**src/rtl/circuito_exp5_pkg.sv**
```systemverilog
// Shared definitions for the circuito_exp5 sequence-memory game:
// datapath widths, FSM state codes and the fixed play sequence.
package circuito_exp5_pkg;

  localparam int DATA_W = 4;
  localparam int ADDR_W = 4;
  localparam int ROM_DEPTH = 1 << ADDR_W;

  // Highest round index; completing it wins the game.
  localparam logic [ADDR_W-1:0] ULTIMA_RODADA = '1;

  // State codes are what db_estado shows on the debug display.
  typedef enum logic [3:0] {
    ST_INICIAL        = 4'h0,
    ST_PREPARACAO     = 4'h1,
    ST_ESPERA_JOGADA  = 4'h2,
    ST_REGISTRA       = 4'h4,
    ST_COMPARA        = 4'h5,
    ST_PROXIMA_JOGADA = 4'h6,
    ST_PROXIMA_RODADA = 4'h7,
    ST_FIM_ACERTOU    = 4'hA,
    ST_FIM_TIMEOUT    = 4'hD,
    ST_FIM_ERROU      = 4'hE
  } estado_t;

  // One-hot sequence the player must reproduce, one button per entry.
  localparam logic [DATA_W-1:0] SEQUENCIA [ROM_DEPTH] = '{
    4'b0001, 4'b0010, 4'b0100, 4'b1000,
    4'b0100, 4'b0010, 4'b0001, 4'b0001,
    4'b0010, 4'b0010, 4'b0100, 4'b0100,
    4'b1000, 4'b1000, 4'b0001, 4'b0100
  };

endpackage

```
**src/rtl/circuito_exp5_if.sv**
```systemverilog
// Player-facing signals of the game: start level, buttons and results.
interface circuito_exp5_if;
  import circuito_exp5_pkg::*;

  logic              iniciar;
  logic [DATA_W-1:0] botoes;
  logic              acertou;
  logic              errou;
  logic              pronto;
  logic [DATA_W-1:0] leds;

  // The player / board side drives start and buttons.
  modport master (
    output iniciar, botoes,
    input  acertou, errou, pronto, leds
  );

  // The game core consumes the inputs and reports the outcome.
  modport slave (
    input  iniciar, botoes,
    output acertou, errou, pronto, leds
  );

endinterface

```
**src/rtl/circuito_exp5_hexa7seg.sv**
```systemverilog
// 4-bit hexadecimal to seven-segment decoder.
// Output is active-low with bit order {g,f,e,d,c,b,a}.
module hexa7seg (
  input  logic [3:0] i_hexa,
  output logic [6:0] o_seg
);

  // Pure lookup of the glyph for each hex digit.
  always_comb begin
    // NOTE: assigning a default before the case keeps this block a pure
    // mux; any path that left o_seg unassigned would infer a latch.
    o_seg = 7'b111_1111;
    case (i_hexa)
      4'h0: o_seg = 7'b100_0000;
      4'h1: o_seg = 7'b111_1001;
      4'h2: o_seg = 7'b010_0100;
      4'h3: o_seg = 7'b011_0000;
      4'h4: o_seg = 7'b001_1001;
      4'h5: o_seg = 7'b001_0010;
      4'h6: o_seg = 7'b000_0010;
      4'h7: o_seg = 7'b111_1000;
      4'h8: o_seg = 7'b000_0000;
      4'h9: o_seg = 7'b001_0000;
      4'hA: o_seg = 7'b000_1000;
      4'hB: o_seg = 7'b000_0011;
      4'hC: o_seg = 7'b100_0110;
      4'hD: o_seg = 7'b010_0001;
      4'hE: o_seg = 7'b000_0110;
      4'hF: o_seg = 7'b000_1110;
      default: o_seg = 7'b111_1111;
    endcase
  end

endmodule

```
**src/rtl/circuito_exp5.sv**
```systemverilog
// circuito_exp5: "Genius"-style sequence memory game.
// In round N the player re-enters ROM entries 0..N; a wrong press ends the
// game, finishing round 15 wins it. Build option CIRCUITO_EXP5_TIMEOUT_EN
// adds a per-play timer that ends the game after TIMEOUT_CYCLES idle clocks.
module circuito_exp5
  import circuito_exp5_pkg::*;
#(
  parameter int TIMEOUT_CYCLES = 3000
) (
  input  logic                 clock,
  input  logic                 reset,
  circuito_exp5_if.slave       bus,
  output logic                 db_igual,
  output logic [6:0]           db_contagem,
  output logic [6:0]           db_memoria,
  output logic [6:0]           db_estado,
  output logic [6:0]           db_jogadafeita,
  output logic [6:0]           db_limite,
  output logic                 db_clock,
  output logic                 db_iniciar,
  output logic                 db_tem_jogada,
  output logic                 db_timeout
);

  estado_t           r_estado;
  estado_t           w_estado_next;
  logic [ADDR_W-1:0] r_endereco;
  logic [ADDR_W-1:0] r_limite;
  logic [DATA_W-1:0] r_jogada;
  logic [DATA_W-1:0] w_memoria;
  logic              r_tem_jogada_q;
  logic              w_tem_jogada;
  logic              w_jogada_feita;
  logic              w_igual;
  logic              w_timeout;
  logic              w_acertou;
  logic              w_errou;
  logic              w_pronto;
  logic              w_db_timeout;

  // The sequence is a constant table, so it has no storage to reset.
  assign w_memoria      = SEQUENCIA[r_endereco];
  assign w_tem_jogada   = |bus.botoes;
  assign w_jogada_feita = w_tem_jogada & ~r_tem_jogada_q;
  assign w_igual        = (r_jogada == w_memoria);

  // Delay of the button activity, so a held button yields one play pulse.
  always_ff @(posedge clock or posedge reset) begin
    // NOTE: state is updated with non-blocking assignments so every register
    // samples the pre-edge values, independent of statement order.
    if (reset) r_tem_jogada_q <= 1'b0;
    else       r_tem_jogada_q <= w_tem_jogada;
  end

  // Play address and round limit counters.
  always_ff @(posedge clock or posedge reset) begin
    if (reset) begin
      r_endereco <= '0;
      r_limite   <= '0;
    end else begin
      case (r_estado)
        ST_PREPARACAO: begin
          r_endereco <= '0;
          r_limite   <= '0;
        end
        ST_PROXIMA_JOGADA: r_endereco <= r_endereco + 1'b1;
        ST_PROXIMA_RODADA: begin
          r_endereco <= '0;
          r_limite   <= r_limite + 1'b1;
        end
        default: ;
      endcase
    end
  end

  // Play register: captures the pressed button, cleared at game start.
  always_ff @(posedge clock or posedge reset) begin
    if (reset)                          r_jogada <= '0;
    else if (r_estado == ST_PREPARACAO) r_jogada <= '0;
    else if (r_estado == ST_REGISTRA)   r_jogada <= bus.botoes;
  end

`ifdef CIRCUITO_EXP5_TIMEOUT_EN
  localparam int TIMER_W = $clog2(TIMEOUT_CYCLES + 1);
  localparam logic [TIMER_W-1:0] TIMER_LAST = TIMER_W'(TIMEOUT_CYCLES - 1);

  logic [TIMER_W-1:0] r_timer;

  // Idle timer: runs only while waiting for a play, restarts per play.
  always_ff @(posedge clock or posedge reset) begin
    if (reset) begin
      r_timer <= '0;
    end else if (r_estado == ST_PREPARACAO || r_estado == ST_REGISTRA) begin
      r_timer <= '0;
    end else if (r_estado == ST_ESPERA_JOGADA) begin
      r_timer <= r_timer + 1'b1;
    end
  end

  assign w_timeout = (r_estado == ST_ESPERA_JOGADA) && (r_timer == TIMER_LAST);
`else
  // No timer: the game waits for a play indefinitely.
  assign w_timeout = 1'b0;
`endif

  // FSM state register.
  always_ff @(posedge clock or posedge reset) begin
    if (reset) r_estado <= ST_INICIAL;
    else       r_estado <= w_estado_next;
  end

  // FSM next state and Moore outputs.
  always_comb begin
    w_estado_next = r_estado;
    w_acertou     = 1'b0;
    w_errou       = 1'b0;
    w_pronto      = 1'b0;
    w_db_timeout  = 1'b0;
    case (r_estado)
      ST_INICIAL:        if (bus.iniciar) w_estado_next = ST_PREPARACAO;
      ST_PREPARACAO:     w_estado_next = ST_ESPERA_JOGADA;
      ST_ESPERA_JOGADA: begin
        // A play in the same cycle as the timeout still counts.
        if (w_jogada_feita) w_estado_next = ST_REGISTRA;
        else if (w_timeout) w_estado_next = ST_FIM_TIMEOUT;
      end
      ST_REGISTRA:       w_estado_next = ST_COMPARA;
      ST_COMPARA: begin
        if (!w_igual)                    w_estado_next = ST_FIM_ERROU;
        else if (r_endereco < r_limite)  w_estado_next = ST_PROXIMA_JOGADA;
        else if (r_limite == ULTIMA_RODADA) w_estado_next = ST_FIM_ACERTOU;
        else                             w_estado_next = ST_PROXIMA_RODADA;
      end
      ST_PROXIMA_JOGADA: w_estado_next = ST_ESPERA_JOGADA;
      ST_PROXIMA_RODADA: w_estado_next = ST_ESPERA_JOGADA;
      ST_FIM_ACERTOU: begin
        w_pronto  = 1'b1;
        w_acertou = 1'b1;
        if (bus.iniciar) w_estado_next = ST_PREPARACAO;
      end
      ST_FIM_ERROU: begin
        w_pronto = 1'b1;
        w_errou  = 1'b1;
        if (bus.iniciar) w_estado_next = ST_PREPARACAO;
      end
      ST_FIM_TIMEOUT: begin
        w_pronto     = 1'b1;
        w_errou      = 1'b1;
        w_db_timeout = 1'b1;
        if (bus.iniciar) w_estado_next = ST_PREPARACAO;
      end
      default:           w_estado_next = ST_INICIAL;
    endcase
  end

  assign bus.acertou = w_acertou;
  assign bus.errou   = w_errou;
  assign bus.pronto  = w_pronto;
  assign bus.leds    = r_jogada;

  assign db_igual      = w_igual;
  assign db_clock      = clock;
  assign db_iniciar    = bus.iniciar;
  assign db_tem_jogada = w_tem_jogada;
  assign db_timeout    = w_db_timeout;

  hexa7seg u_seg_contagem (.i_hexa(r_endereco), .o_seg(db_contagem));
  hexa7seg u_seg_memoria  (.i_hexa(w_memoria),  .o_seg(db_memoria));
  hexa7seg u_seg_estado   (.i_hexa(r_estado),   .o_seg(db_estado));
  hexa7seg u_seg_jogada   (.i_hexa(r_jogada),   .o_seg(db_jogadafeita));
  hexa7seg u_seg_limite   (.i_hexa(r_limite),   .o_seg(db_limite));

endmodule

```
**src/flat_wrapper.sv**
```systemverilog
// flat-port wrapper written by rule: the top's interface ports become plain ports
module circuito_exp5_flat import circuito_exp5_pkg::*;
#(
  parameter int TIMEOUT_CYCLES = 3000
)
  (clock, reset, db_igual, db_contagem, db_memoria, db_estado, db_jogadafeita, db_limite, db_clock, db_iniciar, db_tem_jogada, db_timeout, bus_iniciar, bus_botoes, bus_acertou, bus_errou, bus_pronto, bus_leds);
  circuito_exp5_if bus_i ();
  input  logic clock;
  input  logic reset;
  output logic db_igual;
  output logic [6:0] db_contagem;
  output logic [6:0] db_memoria;
  output logic [6:0] db_estado;
  output logic [6:0] db_jogadafeita;
  output logic [6:0] db_limite;
  output logic db_clock;
  output logic db_iniciar;
  output logic db_tem_jogada;
  output logic db_timeout;
  input wire logic [$bits(bus_i.iniciar)-1:0] bus_iniciar;
  input wire logic [$bits(bus_i.botoes)-1:0] bus_botoes;
  output wire logic [$bits(bus_i.acertou)-1:0] bus_acertou;
  output wire logic [$bits(bus_i.errou)-1:0] bus_errou;
  output wire logic [$bits(bus_i.pronto)-1:0] bus_pronto;
  output wire logic [$bits(bus_i.leds)-1:0] bus_leds;
  assign bus_i.iniciar = bus_iniciar;
  assign bus_i.botoes = bus_botoes;
  assign bus_acertou = bus_i.acertou;
  assign bus_errou = bus_i.errou;
  assign bus_pronto = bus_i.pronto;
  assign bus_leds = bus_i.leds;
  circuito_exp5 #(.TIMEOUT_CYCLES(TIMEOUT_CYCLES)) u_core (.clock(clock), .reset(reset), .bus(bus_i), .db_igual(db_igual), .db_contagem(db_contagem), .db_memoria(db_memoria), .db_estado(db_estado), .db_jogadafeita(db_jogadafeita), .db_limite(db_limite), .db_clock(db_clock), .db_iniciar(db_iniciar), .db_tem_jogada(db_tem_jogada), .db_timeout(db_timeout));
endmodule
```
**config.mk**
```make
export PLATFORM = sky130hd
export DESIGN_NAME = circuito_exp5_flat
export DESIGN_NICKNAME = d
export VERILOG_FILES = /design/src/rtl/circuito_exp5_pkg.sv /design/src/rtl/circuito_exp5_if.sv /design/src/rtl/circuito_exp5_hexa7seg.sv /design/src/rtl/circuito_exp5.sv /design/src/flat_wrapper.sv
export SDC_FILE = /design/constraint.sdc
export NUM_CORES = 1
export LEC_CHECK = 0
export ABC_AREA = 1
export ABC_CLOCK_PERIOD_IN_PS = 2300
export CAP_MARGIN = 20
export CELL_PAD_IN_SITES_DETAIL_PLACEMENT = 1
export CELL_PAD_IN_SITES_GLOBAL_PLACEMENT = 1
export CORE_MARGIN = 4
export CORE_UTILIZATION = 33
export DETAILED_ROUTE_END_ITERATION = 10
export PLACE_DENSITY_LB_ADDON = 0.1
export SETUP_SLACK_MARGIN = 0.2
export SLEW_MARGIN = 20
export SYNTH_ARGS = -nofsm -noshare
export SYNTH_HDL_FRONTEND = slang
export SYNTH_HIERARCHICAL = 1
export SYNTH_SLANG_ARGS = --single-unit
```
**constraint.sdc**
```tcl
create_clock -name clock -period 2.3 [get_ports clock]
set_clock_uncertainty 0.05 [all_clocks]
set_input_delay 0.575 -clock clock [delete_from_list [all_inputs] [get_ports clock]]
set_output_delay 0.575 -clock clock [all_outputs]
set_load 0.005 [all_outputs]
```
==> reports/results.txt, run 1 <==
Yosys reg bits - 17
pwr dens - 1334 nW/um2
cts hold-fix bufs - 0
Reg-to-Reg Start - u_core/r_endereco[0]
dpl cell area - 3557 um2
GRT Residual Overflow - 0
Final setup viols - 23
Cells after Synth - 419
Placed Cells - 605
fin crit share - 1.207
final setup TNS - -5265 ps
initial antenna violation count - 0
Finished Layout Cells - 697
vias in the first global route - 3830
DR pass1 iterations - 4
Cell variety after synth - 29
DR vias - 3649
Max Freq - 360.2 MHz
GR met2 Demand/Resource - 0.4533
max_slew headroom - 0.7130
top post-synthesis cells by count - nand2_1, inv_1, nand3_1
gp weighted congestion - 0.7746
Final Hold Fails - 0
max-cap check violation count - 0
share of cells above drive strength 1 - 0.6034
status - finished, violations left
row cnt - 32
Port Buffer Count - 53
CTS clk-pin slew, worst paths - 80 ps
met1 usage in global routing - 0.2784
area delta synth->final - 96.73%
Die Ht - 96.81 um
reg2reg setup slack - -210 ps
Max VDD drop - 0.7914 mV
CTS tree - done
Top Usage Layer GRT - met2
vias per cell - 5.235
WP data arrival - 2150 ps
first-pass GRT wire length - 19130 um
worst-path maximum fanout - 5
crit path launch type - register
Synth Area per Inst - 6.211 um2
Routed Antenna Nets - 0
FFs w/ async S/R, synth - 1.000
failing checks - negative setup slack
WL/cell - 20.58 um
# IOs - 54
setup ws final - -476.2 ps
Main synth FF type - dfrtp_1
Total Routed Length - 14340 um
Leak - 2.622 nW
die width - 96.81 um
Least-Margin Pin Slew - 426.6 ps
Core ar. - 7687 um2
area share of the largest cell type after synthesis - 0.2115
pin count of the biggest net entering global routing - 18
EDFF count, synth - 0
nets - 647
RSZ-0062 raised after global routing - true
CP required - 1670 ps
yosys warns - 6
GR met3 Demand/Resource - 0.03677
Seq/Total Area, Yosys - 0.1635
ranking of synthesized cells by area - ha_1, nand2_1, dfrtp_1, nand3_1, inv_1
Setup CP Type - reg2out
die footprint - 9371 um2
Synth area leader - ha_1
Pins Over Slew Limit - 0
fin crit period - 2776 ps
Initial Util - 0.3385
Design Area, Final - 5120 um2
Hold Crit Class - in2async
drt initial violations - 159
DRC - 0
reg2reg path depth - 18
CP Capture Type - output port
count leader, synth - nand2_1
Netlist Area Pre-Place - 2602 um2
FF-to-FF End - u_core/r_estado[0]
n_diodes - 0
hpwl dp - 6246 um
net count after synthesis - 470
worst skew pair latency - 360 ps
Place WS - -338.0 ps
All-Layer GR Usage - 0.2449
[where the power goes]
group	switching [W]	internal, W
registers	0.000172	0.000397
clock network	0.000164	0.000288
logic	0.00307	0.00274
[worst max-delay path: stages, from the launching register on]
cell and delay [ps]:
dfrtp_2 450, inv_4 110, ha_4 130, inv_1 60, nand2_2 100, nand3_4 110
inv_4 100, buf_12 110, clkinv_8 60, ha_4 270, nand3_1 100, nand2_1 80
buf_2 110
[routing by layer]
metal  vias up  routed length (um)
li1       1667                   -
met1      1827                5613
met2       120                7818
met3        35                 520
met4         0                 390
met5         -                   0
[how the worst max path moves through the flow]
stage / depth (start not counted) / end / from / slack, ps
2_1_floorplan: 11 / db_memoria[3] / u_core/r_endereco[1] / 190
3_3_place_gp: 12 / db_memoria[3] / u_core/r_endereco[1] / -310
3_5_place_dp: 12 / db_memoria[3] / u_core/r_endereco[1] / -340
4_1_cts: 13 / db_memoria[5] / u_core/r_endereco[1] / -350
5_1_grt: 12 / db_memoria[6] / u_core/r_endereco[0] / -550
6_report: 12 / db_memoria[1] / u_core/r_endereco[0] / -480
[cell usage in the layout (no fill, tap or decap), types with 9 or more instances in the layout]
cell / instances
nand2_2: 29
nand3_1: 32
inv_4: 14
inv_2: 20
buf_2: 35
nor2_1: 9
nand2_1: 104
inv_1: 35
ha_4: 27
dfrtp_2: 12
nand2_4: 16
buf_6: 55
ha_1: 9
buf_4: 71
o21ai_2: 12
nand3_2: 29
[cell type report]
| class | instances | area (um2) |
|---|---|---|
| fill | 926 | 2567 |
| inverter | 76 | 366.6 |
| timing repair buffer | 180 | 1540 |
| multi-input combinational | 314 | 2542 |
| clock buffer | 8 | 102.6 |
| tap | 102 | 127.6 |
| sequential | 17 | 440.4 |
[metrics by stage]
stage / power (W) / hold WS, ps / utilization
2_1_floorplan: 0.002392 / 450.9 / -
3_3_place_gp: 0.003909 / 543.3 / 0.4627
3_5_place_dp: 0.004000 / 542.9 / 0.4627
4_1_cts: 0.005517 / 490.3 / 0.5978
5_1_grt: 0.007279 / 505.4 / 0.6660
6_report: 0.006831 / 479.0 / 0.6660
[state kept, by name, summed over array words and instances (netlist names)]
signal and cells:
u_core/r_tem_jogada_q 1, u_core/r_estado 4, u_core/r_limite 4, u_core/r_endereco 4, u_core/bus.leds 4
[logic make-up (layout without fill, tap and decap cells)]
group | count (synthesis) | after routing | synth area share
AO/OA/AOI/OAI | 36 | 36 | 0.08558
AND/OR/NAND/NOR | 232 | 232 | 0.3832
buffers and inverters | 88 | 264 | 0.1466
adder cells (fa/ha/maj) | 44 | 44 | 0.2115
flip-flops | 17 | 17 | 0.1635
XOR/XNOR | 2 | 2 | 0.009618
[timing repair]
item | 4_1_cts | 5_1_grt
setup endpoints to repair | 44 | 50
resized for setup | 339 | 97
buffers inserted | 63 | 22
gates cloned | 0 | 0
hold endpoints to repair | 0 | 0
pin swaps | 43 | 40
(Power assumes the default switching activity.)
==> inputs of run 2 (changes only) <==
Settings changed: CELL_PAD_IN_SITES_DETAIL_PLACEMENT 1 to default, CELL_PAD_IN_SITES_GLOBAL_PLACEMENT 1 to default, CORE_UTILIZATION 33 to 35, PLACE_DENSITY_LB_ADDON 0.1 to default, RECOVER_POWER from default to 50.
==> run 2 against run 1 <==
The run still ends with negative setup slack left. First-iteration DRC count up 6.9%. Critical path type unchanged. Largest power group unchanged. Power down 6.5%. Critical path depth up 1.
==> reports/results.txt, run 2 (synthesized netlist as in run 1, its figures left out) <==
share of cells above drive strength 1 - 0.5821
area delta synth->final - 96.35%
FILL cells - 522
CTS clk-pin slew, worst paths - 70 ps
Initial Util - 0.3588
# IOs - 54
Total Routed Length - 9832 um
vias per cell - 4.977
initial antenna violation count - 0
max_slew headroom - 0.3170
Port Buffer Count - 53
WP data arrival - 2110 ps
die width - 94.23 um
GRT Residual Overflow - 0
CTS tree - done
worst skew pair latency - 360 ps
pin count of the biggest net entering global routing - 18
DRC - 0
met2 wire len - 5268 um
first-pass GRT wire length - 14350 um
n_diodes - 0
crit path cell chain - inv_4 > ha_4 > inv_2 > nand2_2 > nand3_2 > buf_6 > clkinv_8 > inv_8 > ha_4 > nand2_2 > nand3_2 > nand2_1 > buf_2
dpl cell area - 3546 um2
row cnt - 31
Routed Antenna Nets - 0
Final Hold Fails - 0
metal3 WL - 490 um
All-Layer GR Usage - 0.1970
Leak - 2.628 nW
most frequent cells in the layout - nand2_1, buf_6, buf_4
pwr dens - 1250 nW/um2
RSZ-0062 raised after global routing - true
nets - 655
Critical Path Slowest Stage Cell - dfrtp_2
status - finished, violations left
Pins Over Slew Limit - 0
worst-path maximum fanout - 5
CP max stage delay - 490 ps
fin crit share - 1.188
WL/cell - 14.01 um
Setup CP Type - reg2out
Final setup viols - 17
gp weighted congestion - 0.8378
CP required - 1670 ps
Design Area, Final - 5110 um2
failing checks - negative setup slack
vias in the first global route - 3295
setup ws final - -432.9 ps
Hold Crit Class - reg2reg
die footprint - 8879 um2
crit path launch type - register
fin crit period - 2733 ps
DR vias - 3494
Least-Margin Pin Slew - 1025 ps
Max VDD drop - 0.7006 mV
uppermost routed layer - met4
hpwl dp - 5320 um
Max Freq - 365.9 MHz
most common cell after layout, fill and taps aside - nand2_1
DR pass1 iterations - 7
Core ar. - 7253 um2
CP Capture Type - output port
Fin Hold WS - 563.5 ps
Place WS - -306.8 ps
drt initial violations - 170
WL met1 - 3869 um
max-cap check violation count - 0
Die Ht - 94.23 um
## run 2: cell count changes in the layout (fill, tap and decap cells not counted), moves of 4 or more
cell      delta
nand2_4      -7
dfrtp_2      -4
buf_6        +8
dfrtp_1      +4
buf_4        -8
ha_4         +4
clkbuf_2     +6
ha_2         -4
nand2_1      +6
clkbuf_1     +6
## run 2: path summary, 6_finish.rpt
check	from	to	slack, ps	cells past startpoint
worst max register to register	u_core/r_endereco[0]	u_core/r_estado[3]	-380	18
worst min register to register	u_core/r_estado[3]	u_core/r_estado[3]	560	2
max in group asynchronous	reset	u_core/bus.leds[1]	600	3
worst min-delay path	u_core/r_estado[3]	u_core/r_estado[3]	560	2
min in group asynchronous	reset	u_core/bus.leds[2]	910	3
worst max-delay path	u_core/r_endereco[1]	db_memoria[3]	-430	13
## run 2: where the power goes
part	switching [W]	internal, W
sequential	0.000162	0.000390
combinational	0.00267	0.00273
clock	0.000149	0.000287
total	0.00298	0.00341
## run 2: timing repair
item                       4_1_cts  5_1_grt
setup endpoints to repair       45       47
hold buffers                     0        0
setup buffers                   69       25
pin swaps                       43       59
gates resized for setup        319      119
## run 2: routing by layer
layer / GRT usage / vias up
met2: 0.3765 / 146
met4: 0.06017 / 0
met3: 0.02083 / 27
met1: 0.2265 / 1632
li1: - / 1689
met5: 0 / -
## run 2: cell type report
| cell class | count | area, um2 | area share |
|---|---|---|---|
| Timing Repair Buffer | 188 | 1558 | 0.3048 |
| Inverter | 76 | 371.6 | 0.07272 |
| Multi-Input combinational cell | 314 | 2519 | 0.4929 |
| Clock buffer | 8 | 102.6 | 0.02008 |
| Tap cell | 99 | 123.9 | 0.02424 |
| Sequential cell | 17 | 435.4 | 0.08521 |
## run 2: metrics by stage
| stage | total power, W | util | std cells | TNS, ps |
|---|---|---|---|---|
| 2_1_floorplan | 0.002392 | - | 419 | 0 |
| 3_3_place_gp | 0.003910 | 0.4889 | 601 | -2400 |
| 3_5_place_dp | 0.003934 | 0.4889 | 601 | -2479 |
| 4_1_cts | 0.005469 | 0.6341 | 677 | -4694 |
| 5_1_grt | 0.006877 | 0.7045 | 702 | -6054 |
| 6_report | 0.006389 | 0.7045 | 702 | -3698 |
## run 2: worst max-delay path, delay by kind of cell, from the launching register on
| kind | cells | cell delay (ps) |
|---|---|---|
| adders and majority gates | 2 | 390 |
| buffers and inverters | 6 | 540 |
| DFF | 1 | 490 |
| and+or+nand+nor | 5 | 320 |
